==> config.mk <==
export PLATFORM = sky130hd
export DESIGN_NAME = tl_tx_arbiter
export DESIGN_NICKNAME = d
export VERILOG_FILES = /design/src/rtl/tl_pkg.sv /design/src/rtl/tl_rr_arb3.sv /design/src/rtl/tl_tx_arbiter.sv
export SDC_FILE = /design/constraint.sdc
export NUM_CORES = 1
export LEC_CHECK = 0
export BUFFER_PORTS_ARGS = -buffer_cell sky130_fd_sc_hd__buf_2
export CAP_MARGIN = 10
export CORE_AREA = 2 2 440 442
export CTS_CLUSTER_SIZE = 8
export DETAILED_ROUTE_END_ITERATION = 10
export DIE_AREA = 0 0 442 444
export REMOVE_ABC_BUFFERS = 1
export SLEW_MARGIN = 20
export SYNTH_ARGS = -nofsm -noshare
export SYNTH_HDL_FRONTEND = slang
export SYNTH_SLANG_ARGS = --single-unit
==> constraint.sdc <==
create_clock -name clk -period 4.8 [get_ports clk]
set_input_delay 0.96 -clock clk [delete_from_list [all_inputs] [get_ports clk]]
set_output_delay 0.96 -clock clk [all_outputs]
set_load 0.02 [all_outputs]
==> src/rtl/tl_pkg.sv <==
`default_nettype none
// ============================================================================
//  Module   : tl_pkg
//  Purpose  : Shared types and header-field helpers for the TL Tx arbiter.
//             Header DW0 sits in bits [31:0] of the header vector:
//             Fmt[2:0] = [31:29], Length[9:0] = [9:0]. Fmt[1] (bit 30)
//             flags a TLP that carries payload.
//  Revision : 1.0  initial release
// ============================================================================
package tl_pkg;

  localparam int HDR_W            = 128;
  localparam int CPL_HDR_W        = 96;
  localparam int DATA_W           = 256;
  localparam int FMT_HAS_DATA_BIT = 30;
  localparam int HDR_LEN_W        = 10;

  // Request code presented to the DLL alongside each beat.
  typedef enum logic [2:0] {
    REQ_IDLE     = 3'd0,
    REQ_P_HDR    = 3'd1,
    REQ_P_DATA   = 3'd2,
    REQ_NP_HDR   = 3'd3,
    REQ_CPL_HDR  = 3'd5,
    REQ_CPL_DATA = 3'd6
  } req_t;

  // Traffic class; the value doubles as the round-robin slot index.
  typedef enum logic [1:0] {
    CLS_P   = 2'd0,
    CLS_NP  = 2'd1,
    CLS_CPL = 2'd2
  } cls_t;

  function automatic logic has_data(input logic [HDR_W-1:0] hdr);
    return hdr[FMT_HAS_DATA_BIT];
  endfunction

  function automatic logic [HDR_LEN_W-1:0] get_len(input logic [HDR_W-1:0] hdr);
    return hdr[HDR_LEN_W-1:0];
  endfunction

endpackage
`default_nettype wire

==> src/rtl/tl_rr_arb3.sv <==
`default_nettype none
// ============================================================================
//  Module   : tl_rr_arb3
//  Purpose  : 3-way round-robin picker. Scans req_i starting at slot ptr_i
//             and wrapping, returns a one-hot grant of the first requester.
//  Ports    : req_i[2:0]   request per slot
//             ptr_i[1:0]   highest-priority slot this cycle (3 treated as 0)
//             grant_o[2:0] one-hot grant, zero when nothing requests
//  Revision : 1.0  initial release
// ============================================================================
module tl_rr_arb3 (
  input  logic [2:0] req_i,
  input  logic [1:0] ptr_i,
  output logic [2:0] grant_o
);

  logic [1:0] w_idx;
  logic       w_found;

  always_comb begin
    grant_o = 3'b000;
    w_idx   = 2'd0;
    w_found = 1'b0;
    for (int i = 0; i < 3; i++) begin
      w_idx = 2'(({1'b0, ptr_i} + 3'(i)) % 3'd3);
      if (!w_found && req_i[w_idx]) begin
        grant_o[w_idx] = 1'b1;
        w_found        = 1'b1;
      end
    end
  end

endmodule
`default_nettype wire

==> src/rtl/tl_tx_arbiter.sv <==
`default_nettype none
// ============================================================================
//  Module   : tl_tx_arbiter
//  Purpose  : Tx TLP scheduler. Picks P/NP/CPL round-robin among classes with
//             credit, link up and a complete head TLP, then streams the header
//             beat and payload beats to the DLL under tx_ready_i, popping the
//             FWFT FIFOs and pulsing a sent strobe per completed P/CPL TLP.
//  Ports    : clk, rst (sync, active-high), link_active_i, tx_ready_i,
//             {p,np,cpl}_credit_ok_i, FWFT FIFO heads (empty/rdata/rden) for
//             P hdr/data, NP hdr, CPL hdr/data, tlp_o[255:0], req_o[2:0],
//             p_sent_o, cpl_sent_o.
//  Config   : TL_ARB_CPL_PRIORITY_EN - eligible CPL always wins; the pointer
//             then only rotates between P and NP.
//  Revision : 1.0  initial release
// ============================================================================
module tl_tx_arbiter
  import tl_pkg::*;
#(
  parameter int LEN_W      = 10,
  parameter int BEAT_CNT_W = 8
) (
  input  logic         clk,
  input  logic         rst,
  input  logic         link_active_i,
  input  logic         tx_ready_i,
  input  logic         p_credit_ok_i,
  input  logic         np_credit_ok_i,
  input  logic         cpl_credit_ok_i,
  input  logic         p_hdr_empty_i,
  input  logic [127:0] p_hdr_rdata_i,
  output logic         p_hdr_rden_o,
  input  logic         p_data_empty_i,
  input  logic [255:0] p_data_rdata_i,
  output logic         p_data_rden_o,
  input  logic         np_hdr_empty_i,
  input  logic [127:0] np_hdr_rdata_i,
  output logic         np_hdr_rden_o,
  input  logic         cpl_hdr_empty_i,
  input  logic [95:0]  cpl_hdr_rdata_i,
  output logic         cpl_hdr_rden_o,
  input  logic         cpl_data_empty_i,
  input  logic [255:0] cpl_data_rdata_i,
  output logic         cpl_data_rden_o,
  output logic [255:0] tlp_o,
  output logic [2:0]   req_o,
  output logic         p_sent_o,
  output logic         cpl_sent_o
);

  typedef enum logic [1:0] {
    ST_IDLE = 2'd0,
    ST_HDR  = 2'd1,
    ST_DATA = 2'd2
  } state_t;

  state_t                state_q, state_d;
  cls_t                  cls_q, cls_d;
  cls_t                  rr_ptr_q, rr_ptr_d;
  logic [BEAT_CNT_W-1:0] beat_cnt_q, beat_cnt_d;

  logic [HDR_W-1:0]      w_cpl_hdr;
  logic [2:0]            w_elig;
  logic [2:0]            w_arb_req;
  logic [2:0]            w_grant;

  logic [HDR_W-1:0]      w_cur_hdr;
  logic [DATA_W-1:0]     w_cur_data;
  logic                  w_cur_data_empty;
  req_t                  w_hdr_code;
  req_t                  w_data_code;

  logic [LEN_W-1:0]      w_len;
  logic [LEN_W:0]        w_len_dw;
  logic [BEAT_CNT_W-1:0] w_beats_m1;

  req_t                  w_req;
  logic [DATA_W-1:0]     w_tlp;
  logic                  w_hdr_pop;
  logic                  w_data_pop;
  logic                  w_sent;

  assign w_cpl_hdr = {{(HDR_W-CPL_HDR_W){1'b0}}, cpl_hdr_rdata_i};

  // A class may only be picked when its whole head TLP can start: header
  // present, credit available and, for payload TLPs, at least one data beat.
  assign w_elig[CLS_P]   = link_active_i & p_credit_ok_i & ~p_hdr_empty_i &
                           (~has_data(p_hdr_rdata_i) | ~p_data_empty_i);
  assign w_elig[CLS_NP]  = link_active_i & np_credit_ok_i & ~np_hdr_empty_i;
  assign w_elig[CLS_CPL] = link_active_i & cpl_credit_ok_i & ~cpl_hdr_empty_i &
                           (~has_data(w_cpl_hdr) | ~cpl_data_empty_i);

`ifdef TL_ARB_CPL_PRIORITY_EN
  assign w_arb_req = w_elig[CLS_CPL] ? 3'b100 : {1'b0, w_elig[1:0]};
`else
  assign w_arb_req = w_elig;
`endif

  tl_rr_arb3 u_rr_arb3 (
    .req_i   (w_arb_req),
    .ptr_i   (rr_ptr_q),
    .grant_o (w_grant)
  );

  // Head-of-FIFO view for the class currently being transmitted.
  always_comb begin
    w_cur_hdr        = '0;
    w_cur_data       = '0;
    w_cur_data_empty = 1'b1;
    w_hdr_code       = REQ_IDLE;
    w_data_code      = REQ_IDLE;
    case (cls_q)
      CLS_P: begin
        w_cur_hdr        = p_hdr_rdata_i;
        w_cur_data       = p_data_rdata_i;
        w_cur_data_empty = p_data_empty_i;
        w_hdr_code       = REQ_P_HDR;
        w_data_code      = REQ_P_DATA;
      end
      CLS_NP: begin
        w_cur_hdr  = np_hdr_rdata_i;
        w_hdr_code = REQ_NP_HDR;
      end
      default: begin
        w_cur_hdr        = w_cpl_hdr;
        w_cur_data       = cpl_data_rdata_i;
        w_cur_data_empty = cpl_data_empty_i;
        w_hdr_code       = REQ_CPL_HDR;
        w_data_code      = REQ_CPL_DATA;
      end
    endcase
  end

  // Payload beats minus one; a zero Length field means 1024 DW.
  assign w_len      = LEN_W'(get_len(w_cur_hdr));
  assign w_len_dw   = (w_len == '0) ? {1'b1, {LEN_W{1'b0}}} : {1'b0, w_len};
  assign w_beats_m1 = BEAT_CNT_W'(((w_len_dw + (LEN_W+1)'(7)) >> 3) - (LEN_W+1)'(1));

  always_comb begin
    state_d    = state_q;
    cls_d      = cls_q;
    rr_ptr_d   = rr_ptr_q;
    beat_cnt_d = beat_cnt_q;
    w_req      = REQ_IDLE;
    w_tlp      = '0;
    w_hdr_pop  = 1'b0;
    w_data_pop = 1'b0;
    w_sent     = 1'b0;
    case (state_q)
      ST_IDLE: begin
        if (w_grant != 3'b000) begin
          state_d = ST_HDR;
          if (w_grant[CLS_P]) begin
            cls_d    = CLS_P;
            rr_ptr_d = CLS_NP;
          end else if (w_grant[CLS_NP]) begin
            cls_d    = CLS_NP;
`ifdef TL_ARB_CPL_PRIORITY_EN
            rr_ptr_d = CLS_P;
`else
            rr_ptr_d = CLS_CPL;
`endif
          end else begin
            cls_d    = CLS_CPL;
`ifndef TL_ARB_CPL_PRIORITY_EN
            rr_ptr_d = CLS_P;
`endif
          end
        end
      end
      ST_HDR: begin
        w_req = w_hdr_code;
        w_tlp = {{(DATA_W-HDR_W){1'b0}}, w_cur_hdr};
        if (tx_ready_i) begin
          w_hdr_pop = 1'b1;
          if ((cls_q != CLS_NP) && has_data(w_cur_hdr)) begin
            state_d    = ST_DATA;
            beat_cnt_d = w_beats_m1;
          end else begin
            // Header-only P/CPL: the header is the last beat.
            state_d = ST_IDLE;
            w_sent  = (cls_q != CLS_NP);
          end
        end
      end
      ST_DATA: begin
        // Empty data FIFO leaves a bubble: IDLE code, zero beat, no pop.
        if (!w_cur_data_empty) begin
          w_req = w_data_code;
          w_tlp = w_cur_data;
          if (tx_ready_i) begin
            w_data_pop = 1'b1;
            if (beat_cnt_q == '0) begin
              state_d = ST_IDLE;
              w_sent  = 1'b1;
            end else begin
              beat_cnt_d = beat_cnt_q - BEAT_CNT_W'(1);
            end
          end
        end
      end
      default: state_d = ST_IDLE;
    endcase
  end

  always_ff @(posedge clk) begin
    if (rst) begin
      state_q    <= ST_IDLE;
      cls_q      <= CLS_P;
      rr_ptr_q   <= CLS_P;
      beat_cnt_q <= '0;
    end else begin
      state_q    <= state_d;
      cls_q      <= cls_d;
      rr_ptr_q   <= rr_ptr_d;
      beat_cnt_q <= beat_cnt_d;
    end
  end

  assign req_o           = w_req;
  assign tlp_o           = w_tlp;
  assign p_hdr_rden_o    = w_hdr_pop  & (cls_q == CLS_P);
  assign np_hdr_rden_o   = w_hdr_pop  & (cls_q == CLS_NP);
  assign cpl_hdr_rden_o  = w_hdr_pop  & (cls_q == CLS_CPL);
  assign p_data_rden_o   = w_data_pop & (cls_q == CLS_P);
  assign cpl_data_rden_o = w_data_pop & (cls_q == CLS_CPL);
  assign p_sent_o        = w_sent     & (cls_q == CLS_P);
  assign cpl_sent_o      = w_sent     & (cls_q == CLS_CPL);

endmodule
`default_nettype wire

==> After elaboration in Yosys (flattened, before gate mapping) <==
Cells that the tools add are included.
{ "totals": {"ff_bits": 14, "input_bits": 876} }
{ "op_classes": {"muxes": 54, "n_reduce_logical": 17, "order_cmp": 6, "bitwise": 26, "n_addsub": 5, "div_mod_pow": 3, "n_eq_ne": 12} }
{ "op_table": {"columns": ["op", "count"], "rows": [
  ["case mux 256 bit (2 select lines)", 2],
  ["two-way mux 256 bit", 1],
  ["case mux 128 bit (2 select lines)", 1],
  ["two-way mux 8 bit", 5],
  ["two-way mux 2 bit", 10],
  ["case mux 3 bit (2 select lines)", 3],
  ["two-way mux 1 bit", 17],
  ["case mux 8 bit (2 select lines)", 1],
  ["subtractor 8 x 1 -> 8 bit (second input constant)", 2],
  ["AND 1 bit", 15],
  ["!= test 2 bit (second input constant)", 7],
  ["two-way mux 3 bit", 4],
  ["adder 11 x 3 -> 11 bit (second input constant)", 1],
  ["two-way mux 11 bit", 1],
  ["zero test 10 bit", 1],
  ["< comparator 2 x 3 -> 1 bit (second input constant)", 3],
  ["zero test 8 bit", 1],
  ["NOT 1 bit", 7],
  ["binary-select mux 1 bit (select 2 bit)", 3],
  ["demux 1 bit (select 2 bit)", 3],
  ["greater-or-equal comparator 2 x 1 -> 1 bit (second input constant)", 3],
  ["logical AND 1 bit", 6],
  ["remainder unit 3 x 2 -> 3 bit (second input constant)", 2],
  ["OR 3 bit", 2],
  ["other kinds (16)", 22]
]} }

==> Depth between registers and ports, before layout <==
Gate-level depths: netlist (run 1).
{ "depth": {"depth_word": 15, "depth_mapped": 12} }

==> By module <==
Synthesis (run 1) repeated with hierarchy kept, for this count alone.
{ "hier_totals": {"cells_unflattened": 1125, "area_unflattened_um2": 7337.0} }
{ "modules_own_cells": {"columns": ["module", "cells_per_inst", "instances", "seq_area_each_um2", "area_per_inst_um2"], "rows": [
  ["tl_tx_arbiter", 1089, 1, 260.2, 7064.3],
  ["tl_rr_arb3", 36, 1, 0.0, 272.8]
]} }

==> Worst setup path after synthesis (run 1) <==
OpenSTA, ideal clock, no wires.
{ "synth_path": {"path_kind": "flip-flop to flip-flop", "start": "register cls_q[0]", "end": "register state_q[0]", "arrival_time_ps": 3178, "required_ps": 4681, "slack_ps": 1503, "setup_ps": 119, "path_stages_with_launch": 13, "path_cell_list": "dfxtp_1 > buf_6 > clkbuf_1 > clkbuf_1 > inv_1 > ha_1 > clkbuf_1 > nand2_1 > o2111a_1 > a22o_1 > a222oi_1 > a31oi_1 > o221a_1"} }
{ "synth_between": {"elab_chain_len": 4, "word_cells_on_any_way": 5, "cone_classes": "eq/ne (2); mux (1); reduce/logical (2)"} }
{ "synth_rtl": {"columns": ["item", "line", "rtl"], "rows": [
  ["from (decl)", "tl_tx_arbiter.sv:57", "cls_t cls_q, cls_d;"],
  ["from (signal assigned)", "tl_tx_arbiter.sv:213", "cls_q <= cls_d;"],
  ["== test 2 x 1 -> 1 bit / zero test 2 bit (equally long branches)", "tl_tx_arbiter.sv:111", "case (cls_q)"],
  ["case mux 1 bit (2 select lines) (*)", "tl_tx_arbiter.sv:111", null],
  ["!= test 2 bit (no line) (*)", null, null],
  ["AND reduction 5 bit (no line) (*)", null, null],
  ["to (signal assigned)", "tl_tx_arbiter.sv:212", "state_q <= state_d;"],
  ["to (decl)", "tl_tx_arbiter.sv:56", "state_t state_q, state_d;"]
]} }
Every way passes the cells marked *; elsewhere a longest branch is shown, timed or not.
A chain may end at the register's enable or synchronous reset.

==> Worst setup path in the final report (run 1) <==
{ "layout_path": {"start": "register cls_q[0]", "end": "output port tlp_o[118]"} }
{ "layout_between": {"elab_chain_len": 4, "word_cells_on_any_way": 7, "cone_classes": "eq/ne (1); mux (5); reduce/logical (1)"} }
{ "layout_rtl": {"columns": ["item", "line", "rtl"], "rows": [
  ["== test 2 x 1 -> 1 bit / zero test 2 bit (equally long branches)", "tl_tx_arbiter.sv:111", null],
  ["case mux 256 bit (2 select lines) / case mux 1 bit (2 select lines) (equally long branches)", "tl_tx_arbiter.sv:111", null],
  ["two-way mux 256 bit", "tl_tx_arbiter.sv:187", "if (!w_cur_data_empty) begin"],
  ["case mux 256 bit (2 select lines) (*)", "tl_tx_arbiter.sv:148", "case (state_q)"],
  ["to (decl)", "tl_tx_arbiter.sv:44", "output logic [255:0] tlp_o,"]
]} }
Marked as above.

==> flow_summary_export.csv, run 1 <==
group,metric,value,unit
status,status,"finished, final reports clean",
synthesis,syn_inst,1089,
critical_path,endpoint,"tlp_o[118]",
synthesis,synth_area_per_cell,6.66,um2
critical_path,critPathArrivalTime,3.36,ns
synthesis,synth_edf_count,0,
power,p_leak,7.73,nW
cells_and_area,fin_nets,3037,
grt,grt_overflow_total,0,
synthesis,async_reset_ff_share,0,%
synthesis,synth-compound-area-share,55.5,%
hold_path,min_delay_path_depth,2,
grt,grt_use_met2,37.5,%
clocking,cts_tree,"yes",
clocking,hold_buffers,0,
route,ant_nets,0,
critical_path,crit_fanout,16,
sta,timing.final.crit_share,90.1,%
synthesis,synthAdderAreaFrac,1.38,%
grt,grt_max_degree,143,
synthesis,synth_flop_cell,"dfxtp_1",
route,drc,0,
critical_path,crit_required,3.84,ns
grt,antenna_found_initial,382,
clocking,cts_root_buf,"clkbuf_16",
clocking,cts.sinks,13,
clocking,cts_buffers,3,
sta,layout_min_cycle_time,4.32,ns
grt,gr-usage-met1,23.8,%
synthesis,postSynthRegisterBits,13,
grt,grt_pass1_wl,256000,um
critical_path,cp_slowest_stage_delay,0.96,ns
critical_path,crit_path_start,"cls_q[0]",
critical_path,cp_slowest_cell,"and2_1",
critical_path,r2r_start,"cls_q[0]",
cells_and_area,layout-drive-gt1-share,57.0,%
critical_path,crit_type,"flip-flop to output pin",
sta,worstMarginPinSlew,1.17,ns
sta,drv_slew,0,
critical_path,reg2regPathDepth,12,
clocking,clk_path_buf_depth,2,
critical_path,worstSetupStartpointType,"flip-flop",
grt,use_met3,7.69,%
floorplanning,die_h,444,um
placed_design,dpl.cell_count,4674,
critical_path,regToRegSetupSlack,1.33,ns
synthesis,synth_xor_area_share,0.362,%
critical_path,crit_path_end_kind,"output pin",
placed_design,io_buffers,1141,
route,routed_wl,217000,um
synthesis,synth_top_family_by_area,"compound AO/OA/AOI/OAI gates",
power,power,3.40,mW
sta,hold_viol,0,
cells_and_area,instances_no_fill,4763,
floorplanning,start_util,3.79,%
grt,busiest_layer,"met2",
power,powerDensity,206,nW/um2
grt,track_usage,21.1,%
grt,grt_pass1_vias,16700,
clocking,h-tree-depth,1,
route,dr.pass1.iters,5,
floorplanning,dieArea,196000,um2
placed_design,dpl_cell_area,16200,um2
synthesis,synth.area.mux_share,15.0,%
synthesis,synthSimpleGateAreaFrac,16.1,%
synthesis,synth_area,7250,um2
cells_and_area,finalCoreUtilization,8.61,%
placed_design,globalplace.congestion,1.02,
sta,hold_ws,0.499,ns
sta,slew_headroom,21.9,%
floorplanning,ioPinCount,1142,
hold_path,min_path_type,"flip-flop to flip-flop",
floorplanning,die_w,442,um
route,viasPerCell,3.60,
sta,setup-violations-final,0,
synthesis,synth-seq-area-share,3.59,%
synthesis,yosysWarnings,0,
clocking,postCtsSetupBuffers,0,
clocking,cts_resized,0,
sta,fmax,231,MHz
cells_and_area,final_design_area_no_fill,16500,um2
critical_path,r2r_end,"beat_cnt_q[6]",
placed_design,hpwlAfterDp,202000,um
clocking,insertion_delay,0.25,ns
run,cap_violations,0,
sta,skew,0.00155,ns
route,vias,17200,
synthesis,yosys.cell_types.count,72,
route,drt_iter0_drc,1627,
sta,rsz0062_at_grt,"false",
floorplanning,coreArea,192000,um2
floorplanning,core.rowCount,161,
critical_path,path_cells,"nor2_4, and2_1, a222oi_1, buf_4, nor2b_1, buf_2",
route,wl_per_cell,45.6,um
power,ir_worst_vdd,0.154,mV
clocking,clk_pin_slew,0.05,ns
hold_path,worstHoldStart,"state_q[1]",
cells_and_area,area_growth,127,%
Yosys cell counts, types with 3 or more instances:
cell | number | area, um2
mux2i_2 | 4 | 55.1
mux2_2 | 3 | 33.8
and3_1 | 4 | 25.0
a222oi_1 | 17 | 170
a31oi_1 | 7 | 43.8
nor2b_1 | 17 | 106
o21ai_0 | 21 | 105
mux2_1 | 3 | 33.8
a22o_1 | 110 | 963
nor2_1 | 159 | 597
buf_1 | 12 | 45.0
o21a_1 | 3 | 22.5
o22ai_1 | 99 | 619
and2_1 | 4 | 25.0
nand3_1 | 7 | 35.0
nand2_1 | 29 | 109
dfxtp_1 | 13 | 260
mux2i_1 | 93 | 931
buf_4 | 3 | 22.5
nor4_1 | 4 | 25.0
inv_1 | 11 | 41.3
a21oi_1 | 99 | 495
ha_1 | 8 | 100
nor3_1 | 5 | 25.0
nand3b_1 | 6 | 45.0
a211oi_1 | 4 | 30.0
a22oi_1 | 169 | 1270
and3b_1 | 3 | 26.3
nand2b_1 | 5 | 31.3
clkbuf_1 | 117 | 439
metrics by stage:
step	setup TNS, ns	setup slack, ns
after global placement	0	0.436
after CTS	0	0.534
final	0	0.477
after floorplan	-3140.07	-13.73
after detailed placement	0	0.541
after global routing	0	0.429
registers in the layout, indices dropped and copies added (netlist names):
signal and flops:
beat_cnt_q 8, cls_q 2, state_q 2, rr_ptr_q 1
area by class of cell:
cell class                      count  area (um2)
Multi-Input combinational cell    931        6460
Fill cell                       22800      175000
Inverter                           12        58.8
Tap cell                         2526        3160
Sequential cell                    13         268
Clock buffer                        4        78.8
Antenna cell                       85         213
Timing Repair Buffer             1192        6240
power breakdown:
group,internal (mW),leakage [nW],switching [mW]
logic,0.983,7.59,2.07
clock network,0.113,0.0387,0.0561
registers,0.129,0.107,0.0399
routing by layer:
layer  part of all wire, %  up-vias
met4                   3.6      144
met2                    49     1421
met5                  0.43        -
li1                      -     6565
met1                    38     8388
met3                   9.3      638
logic make-up (layout without fill, tap and decap cells):
| family | count (synthesis) | in the layout |
|---|---|---|
| DFF | 13 | 13 |
| other | 0 | 85 |
| adders and majority gates | 8 | 8 |
| AOI/OAI and AO/OA | 559 | 559 |
| buffers and inverters | 145 | 1208 |
| and+or+nand+nor | 256 | 256 |
| xor gates and xnor gates | 3 | 3 |
| muxes | 105 | 105 |
worst min path at each step:
stage,to
2_1_floorplan,state_q[1]
3_3_place_gp,state_q[1]
3_5_place_dp,state_q[1]
4_1_cts,state_q[1]
5_1_grt,state_q[1]
6_report,state_q[1]
worst max-delay path, delay by kind of cell, from the launching register on:
kind                   cells  cell delay (ns)
AO/OA/AOI/OAI              1             0.25
buffers and inverters      2             0.64
AND/OR/NAND/NOR            3             1.70
flip-flops                 1             0.44
cell usage in the layout, fill, tap and decap left out, types with 3 or more instances in the layout:
cell       Yosys  layout
nand3b_1       6       6
nor2b_1       17      17
nor4_1         4       4
mux2_2         3       3
o21ai_0       21      21
o21a_1         3       3
nor3_1         5       4
inv_1         11      11
mux2i_1       93      93
nor2_1       159     155
a21oi_1       99      99
nor2_4         0       3
mux2_1         3       3
clkbuf_16      0       3
a22oi_1      169     169
buf_4          3      39
a31oi_1        7       7
dfxtp_1       13      11
ha_1           8       7
buf_2          0    1141
o22ai_1       99      99
and3b_1        3       3
and2_1         4       4
diode_2        0      85
nand2_1       29      27
nand3_1        7       7
and3_1         4       3
buf_12         0      12
nand2b_1       5       5
a222oi_1      17      17
mux2i_2        4       4
a211oi_1       4       4
a22o_1       110     110
No activity file was read; power rests on OpenSTA's default activity.
==> inputs of run 2 (changes only) <==
--- a/config.mk
+++ b/config.mk
@@ -11,6 +11,7 @@
 export CTS_CLUSTER_SIZE = 8
 export DETAILED_ROUTE_END_ITERATION = 10
 export DIE_AREA = 0 0 442 444
+export PLACE_DENSITY = 0.32
 export REMOVE_ABC_BUFFERS = 1
 export SLEW_MARGIN = 20
 export SYNTH_ARGS = -nofsm -noshare
==> flow_summary_export.csv, run 2 (synthesis gave the netlist of run 1 again) <==
group,metric,value,unit
placed_design,globalplace.congestion,1.04,
clocking,insertion_delay,0.25,ns
clocking,cts_tree,"yes",
route,dr.pass1.iters,9,
grt,grt_max_degree,146,
sta,fmax,219,MHz
grt,track_usage,16.1,%
sta,hold_ws,0.504,ns
power,power_frac_clock,5.3,%
route,wl_per_cell,35.4,um
power,ir_worst_vdd,0.0777,mV
grt,grt_pass1_vias,14500,
power,power.internal,1.22,mW
clocking,h-tree-depth,1,
sta,hold_viol,0,
cells_and_area,layout-drive-gt1-share,56.7,%
clocking,clk_pin_slew,0.05,ns
placed_design,io_buffers,1141,
cells_and_area,final_common_cell,"buf_2",
floorplanning,dieArea,196000,um2
sta,timing.final.crit_share,95.2,%
critical_path,crit_path_end_kind,"output pin",
critical_path,crit_type,"input pin to output pin",
power,p_sw_share,60.3,%
sta,fin_setup_tns,0,ns
power,p_leak,7.75,nW
power,power_frac_seq,5.7,%
sta,skew,0.00398,ns
power,combPwrFrac,89.0,%
clocking,cts_buffers,3,
cells_and_area,fin_nets,3026,
floorplanning,coreArea,192000,um2
power,switching_power,1.85,mW
run,cap_violations,0,
clocking,cts.sinks,13,
floorplanning,die_h,444,um
clocking,cts_root_buf,"clkbuf_16",
floorplanning,die_w,442,um
clocking,postCtsSetupBuffers,0,
grt,grt_pass1_wl,198000,um
cells_and_area,regMostFlops,"beat_cnt_q",
route,vias,16000,
clocking,cts_resized,0,
sta,rsz0062_at_grt,"false",
floorplanning,ioPinCount,1142,
floorplanning,start_util,3.79,%
cells_and_area,largest_reg_flops,8,
clocking,clk_path_buf_depth,2,
cells_and_area,num-fill-cells,22600,
route,drt_iter0_drc,1434,
route,ant_nets,0,
critical_path,worstSetupStartpointType,"input pin",
sta,slew_headroom,28.3,%
critical_path,crit_fanout,41,
clocking,hold_buffers,0,
critical_path,crit_required,3.84,ns
cells_and_area,area_growth,130,%
placed_design,hpwlAfterDp,154000,um
sta,layout_min_cycle_time,4.57,ns
grt,antenna_found_initial,327,
sta,drv_slew,0,
cells_and_area,most-common-layout-cells,"1,116 x buf_2, 169 x a22oi_1, 155 x nor2_1",
sta,worstMarginPinSlew,1.07,ns
grt,grt_overflow_total,0,
hold_path,min_path_type,"flip-flop to flip-flop",
cells_and_area,reg_top3,"beat_cnt_q: 8 flops, cls_q: 2 flops, state_q: 2 flops",
power,powerDensity,184,nW/um2
critical_path,critPathArrivalTime,3.61,ns
status,status,"finished, final reports clean",
floorplanning,core.rowCount,161,
route,routed_wl,167000,um
route,viasPerCell,3.39,
route,drc,0,
sta,setup-violations-final,0,
-- run 2: cell types whose count changed in the layout (fill, tap and decap cells not counted), sizes merged --
cell	before	now
clkbuf	4	3
clkinv	0	1
buf	1192	1181
diode	85	49
-- run 2: worst paths after layout --
kind                                        from            end  slack [ns]  cells after the start
worst max-delay path            cpl_data_empty_i      tlp_o[88]        0.23                      8
worst max register to register          cls_q[0]  beat_cnt_q[4]        1.33                     11
worst min register to register        state_q[1]     state_q[1]        0.50                      2
worst min-delay path                  state_q[1]     state_q[1]        0.50                      2
-- run 2: stage by stage --
stage	instances	setup WS (ns)	util, %	power [mW]	cell area (um2)
2_1_floorplan	956	-13.73	-	1.59	6730
3_3_place_gp	4663	0.255	8.59	2.97	16500
3_5_place_dp	4663	0.340	8.59	2.96	16500
4_1_cts	4667	0.332	8.63	3.13	16500
5_1_grt	4686	0.115	8.66	3.28	16600
6_report	4716	0.229	8.70	3.06	16700
-- run 2: routing by layer --
layer  GRT usage (%)  part of all wire (%)  routed length (um)  vias up
met5               0                  0.47                 776        -
met2            29.5                    51               84500     1350
met4            2.94                   2.8                4730      120
met3            5.93                    10               16700      534
li1                -                     -                   -     6516
met1            17.7                    36               60200     7460
-- run 2: power groups by stage --
stage,Sequential [mW],Combinational (mW),Clock (mW)
2_1_floorplan,0.271,1.31,0
3_3_place_gp,0.180,2.79,0
3_5_place_dp,0.181,2.77,0
4_1_cts,0.179,2.78,0.164
5_1_grt,0.182,2.93,0.167
6_report,0.176,2.73,0.161
-- run 2: layout make-up --
cell class                      count  area [um2]  area share (%)
Tap cell                         2526        3160            19.0
Clock inverter                      1        5.00          0.0300
Clock buffer                        3        75.1           0.451
Antenna cell                       49         123           0.736
Timing Repair Buffer             1181        6510            39.1
Sequential cell                    13         268            1.61
Multi-Input combinational cell    931        6460            38.8
Inverter                           12        58.8           0.353
-- run 2: critical path, cell delays in order --
cell	delay, ns
buf_2	0.18
inv_1	0.11
a2bb2oi_1	0.12
nor2_2	0.27
nand2_4	0.39
buf_12	0.35
o22ai_1	0.83
buf_2	0.32
==> inputs of run 3 (changes only) <==
--- a/config.mk
+++ b/config.mk
@@ -7,11 +7,13 @@
 export LEC_CHECK = 0
 export BUFFER_PORTS_ARGS = -buffer_cell sky130_fd_sc_hd__buf_2
 export CAP_MARGIN = 10
-export CORE_AREA = 2 2 440 442
+export CELL_PAD_IN_SITES_DETAIL_PLACEMENT = 0
+export CELL_PAD_IN_SITES_GLOBAL_PLACEMENT = 1
+export CORE_AREA = 2 2 449 451
 export CTS_CLUSTER_SIZE = 8
 export DETAILED_ROUTE_END_ITERATION = 10
-export DIE_AREA = 0 0 442 444
-export PLACE_DENSITY = 0.32
+export DIE_AREA = 0 0 451 453
+export PLACE_DENSITY = 0.38
 export REMOVE_ABC_BUFFERS = 1
 export SLEW_MARGIN = 20
 export SYNTH_ARGS = -nofsm -noshare
==> flow_summary_export.csv, run 3 (synthesis gave the netlist of run 1 again) <==
group,metric,value,unit
power,combPwrFrac,89.6,%
cells_and_area,reg_top3,"beat_cnt_q: 8 flops, cls_q: 2 flops, state_q: 2 flops",
route,dr.pass1.iters,6,
floorplanning,dieArea,204000,um2
sta,setup-violations-final,1,
critical_path,critical_path.top_delay_family,"buffers and inverters",
route,drt_iter0_drc,1176,
clocking,cts_tree,"yes",
placed_design,hpwlAfterDp,158000,um
floorplanning,core.rowCount,164,
clocking,cts_buffers,3,
power,power.internal,1.25,mW
cells_and_area,fin_nets,3044,
power,switching_power,2.03,mW
critical_path,crit_path_end_kind,"output pin",
route,viasPerCell,3.20,
cells_and_area,most-common-layout-cells,"1,115 x buf_2, 168 x a22oi_1, 155 x nor2_1",
critical_path,crit_fanout,107,
sta,timing.final.crit_share,100,%
sta,rsz0062_at_grt,"false",
critical_path,worstSetupStartpointType,"input pin",
clocking,postCtsSetupBuffers,0,
critical_path,reg2regPathDepth,11,
power,ir_worst_vdd,0.116,mV
floorplanning,ioPinCount,1142,
critical_path,crit_cells,9,
clocking,cts.sinks,13,
placed_design,globalplace.congestion,0.972,
critical_path,cpMostUsedCell,"buf_2",
cells_and_area,final_design_area_no_fill,17000,um2
route,vias,15600,
power,power_frac_seq,5.2,%
critical_path,critPathArrivalTime,3.85,ns
placed_design,dpl_cell_area,16700,um2
clocking,clk_path_buf_depth,2,
hold_path,min_delay_path_depth,2,
clocking,h-tree-depth,1,
clocking,cts_root_buf,"clkbuf_16",
clocking,hold_buffers,0,
cells_and_area,layout-drive-gt1-share,57.1,%
critical_path,cp_slowest_stage_delay,0.93,ns
sta,skew,0.0104,ns
grt,grt_pass1_vias,14500,
cells_and_area,regMostFlops,"beat_cnt_q",
route,drc,0,
route,wl_per_cell,35.5,um
clocking,clk_pin_slew,0.05,ns
critical_path,crit_required,3.84,ns
grt,track_usage,16.0,%
sta,layout_min_cycle_time,4.81,ns
clocking,insertion_delay,0.26,ns
critical_path,crit_type,"input pin to output pin",
cells_and_area,largest_reg_flops,8,
floorplanning,die_w,451,um
placed_design,io_buffers,1141,
sta,fin_setup_tns,-0.00716,ns
hold_path,min_path_type,"flip-flop to flip-flop",
cells_and_area,final-seq-area,268,um2
floorplanning,die_h,453,um
floorplanning,start_util,3.64,%
sta,worstMarginPinSlew,1.09,ns
route,routed_wl,173000,um
sta,fin_ws,-0.00716,ns
critical_path,path_cells,"buf_2, inv_1, a2bb2oi_1, nor2_2, nand2_4, buf_12, buf_16, o22ai_1, buf_2",
cells_and_area,area_growth,134,%
grt,grt_max_degree,157,
floorplanning,coreArea,199000,um2
sta,drv_slew,0,
route,ant_nets,0,
critical_path,cp_slowest_cell,"o22ai_1",
power,powerDensity,194,nW/um2
power,power_frac_clock,5.2,%
cells_and_area,num-fill-cells,23600,
grt,antenna_found_initial,292,
power,p_leak,7.84,nW
sta,slew_headroom,27.2,%
run,cap_violations,0,
grt,grt_overflow_total,0,
clocking,cts_resized,0,
grt,grt_pass1_wl,203000,um
critical_path,worst-path-buf-inv,5,
status,violations,"negative setup slack",
sta,hold_viol,0,
cells_and_area,multi_input_area,6460,um2
sta,fmax,208,MHz
cells_and_area,final_common_cell,"buf_2",
power,p_sw_share,61.9,%
status,status,"complete, but fails checks",
run 3: changes by cell type in the layout (fill, tap and decap cells not counted), sizes merged:
cell	before	now
diode	49	53
buf	1181	1199
run 3: final cells by class:
type | instances | share of cell area, %
diodes | 53 | 0.781
clock buffers | 3 | 0.442
clock inverters | 1 | 0.0295
inverters | 12 | 0.346
multi-input cells | 931 | 38.1
flip-flops and latches | 13 | 1.58
well taps | 2656 | 19.6
repair buffers | 1199 | 39.2
run 3: power groups by stage:
stage	clock [mW]	combinational [mW]	sequential [mW]
after global placement	0	3.07	0.174
final	0.171	2.95	0.169
after CTS	0.173	3.05	0.171
after global routing	0.177	3.18	0.174
after floorplan	0	1.31	0.271
after detailed placement	0	3.04	0.173
run 3: per-layer routing:
metal / up-vias / wire length (um) / GRT usage, %
li1: 6551 / - / -
met1: 7287 / 63800 / 17.9
met2: 1120 / 87100 / 29.1
met3: 461 / 17000 / 6.22
met4: 140 / 3770 / 1.92
met5: - / 897 / 0
run 3: final timing paths:
path	from	slack, ns	endpoint
max	cpl_data_empty_i	-0.007	tlp_o[21]
min reg2reg	state_q[1]	0.49	state_q[1]
min	state_q[1]	0.49	state_q[1]
max reg2reg	cls_q[1]	1.52	beat_cnt_q[4]
run 3: worst reg2reg max path, cell delays in order, from the launching register on:
cell	delay [ns]
dfxtp_4	0.50
or2_1	0.32
buf_4	0.21
o311ai_4	0.55
nand3_1	0.18
a21oi_1	0.23
o21bai_1	0.17
ha_1	0.23
nand2_1	0.08
o32ai_2	0.38
nand2_1	0.11
a311oi_1	0.25
run 3: through the flow:
step | instances | worst slack [ns] | util, % | total power, mW | hold slack, ns
floorplan | 956 | -13.73 | - | 1.59 | 0.451
global placement | 4808 | 0.0545 | 8.38 | 3.25 | 0.472
detailed placement | 4810 | 0.224 | 8.40 | 3.22 | 0.472
CTS | 4814 | 0.0396 | 8.44 | 3.40 | 0.479
global route | 4838 | 0.0211 | 8.48 | 3.53 | 0.518
finish | 4868 | -0.00716 | 8.52 | 3.29 | 0.486
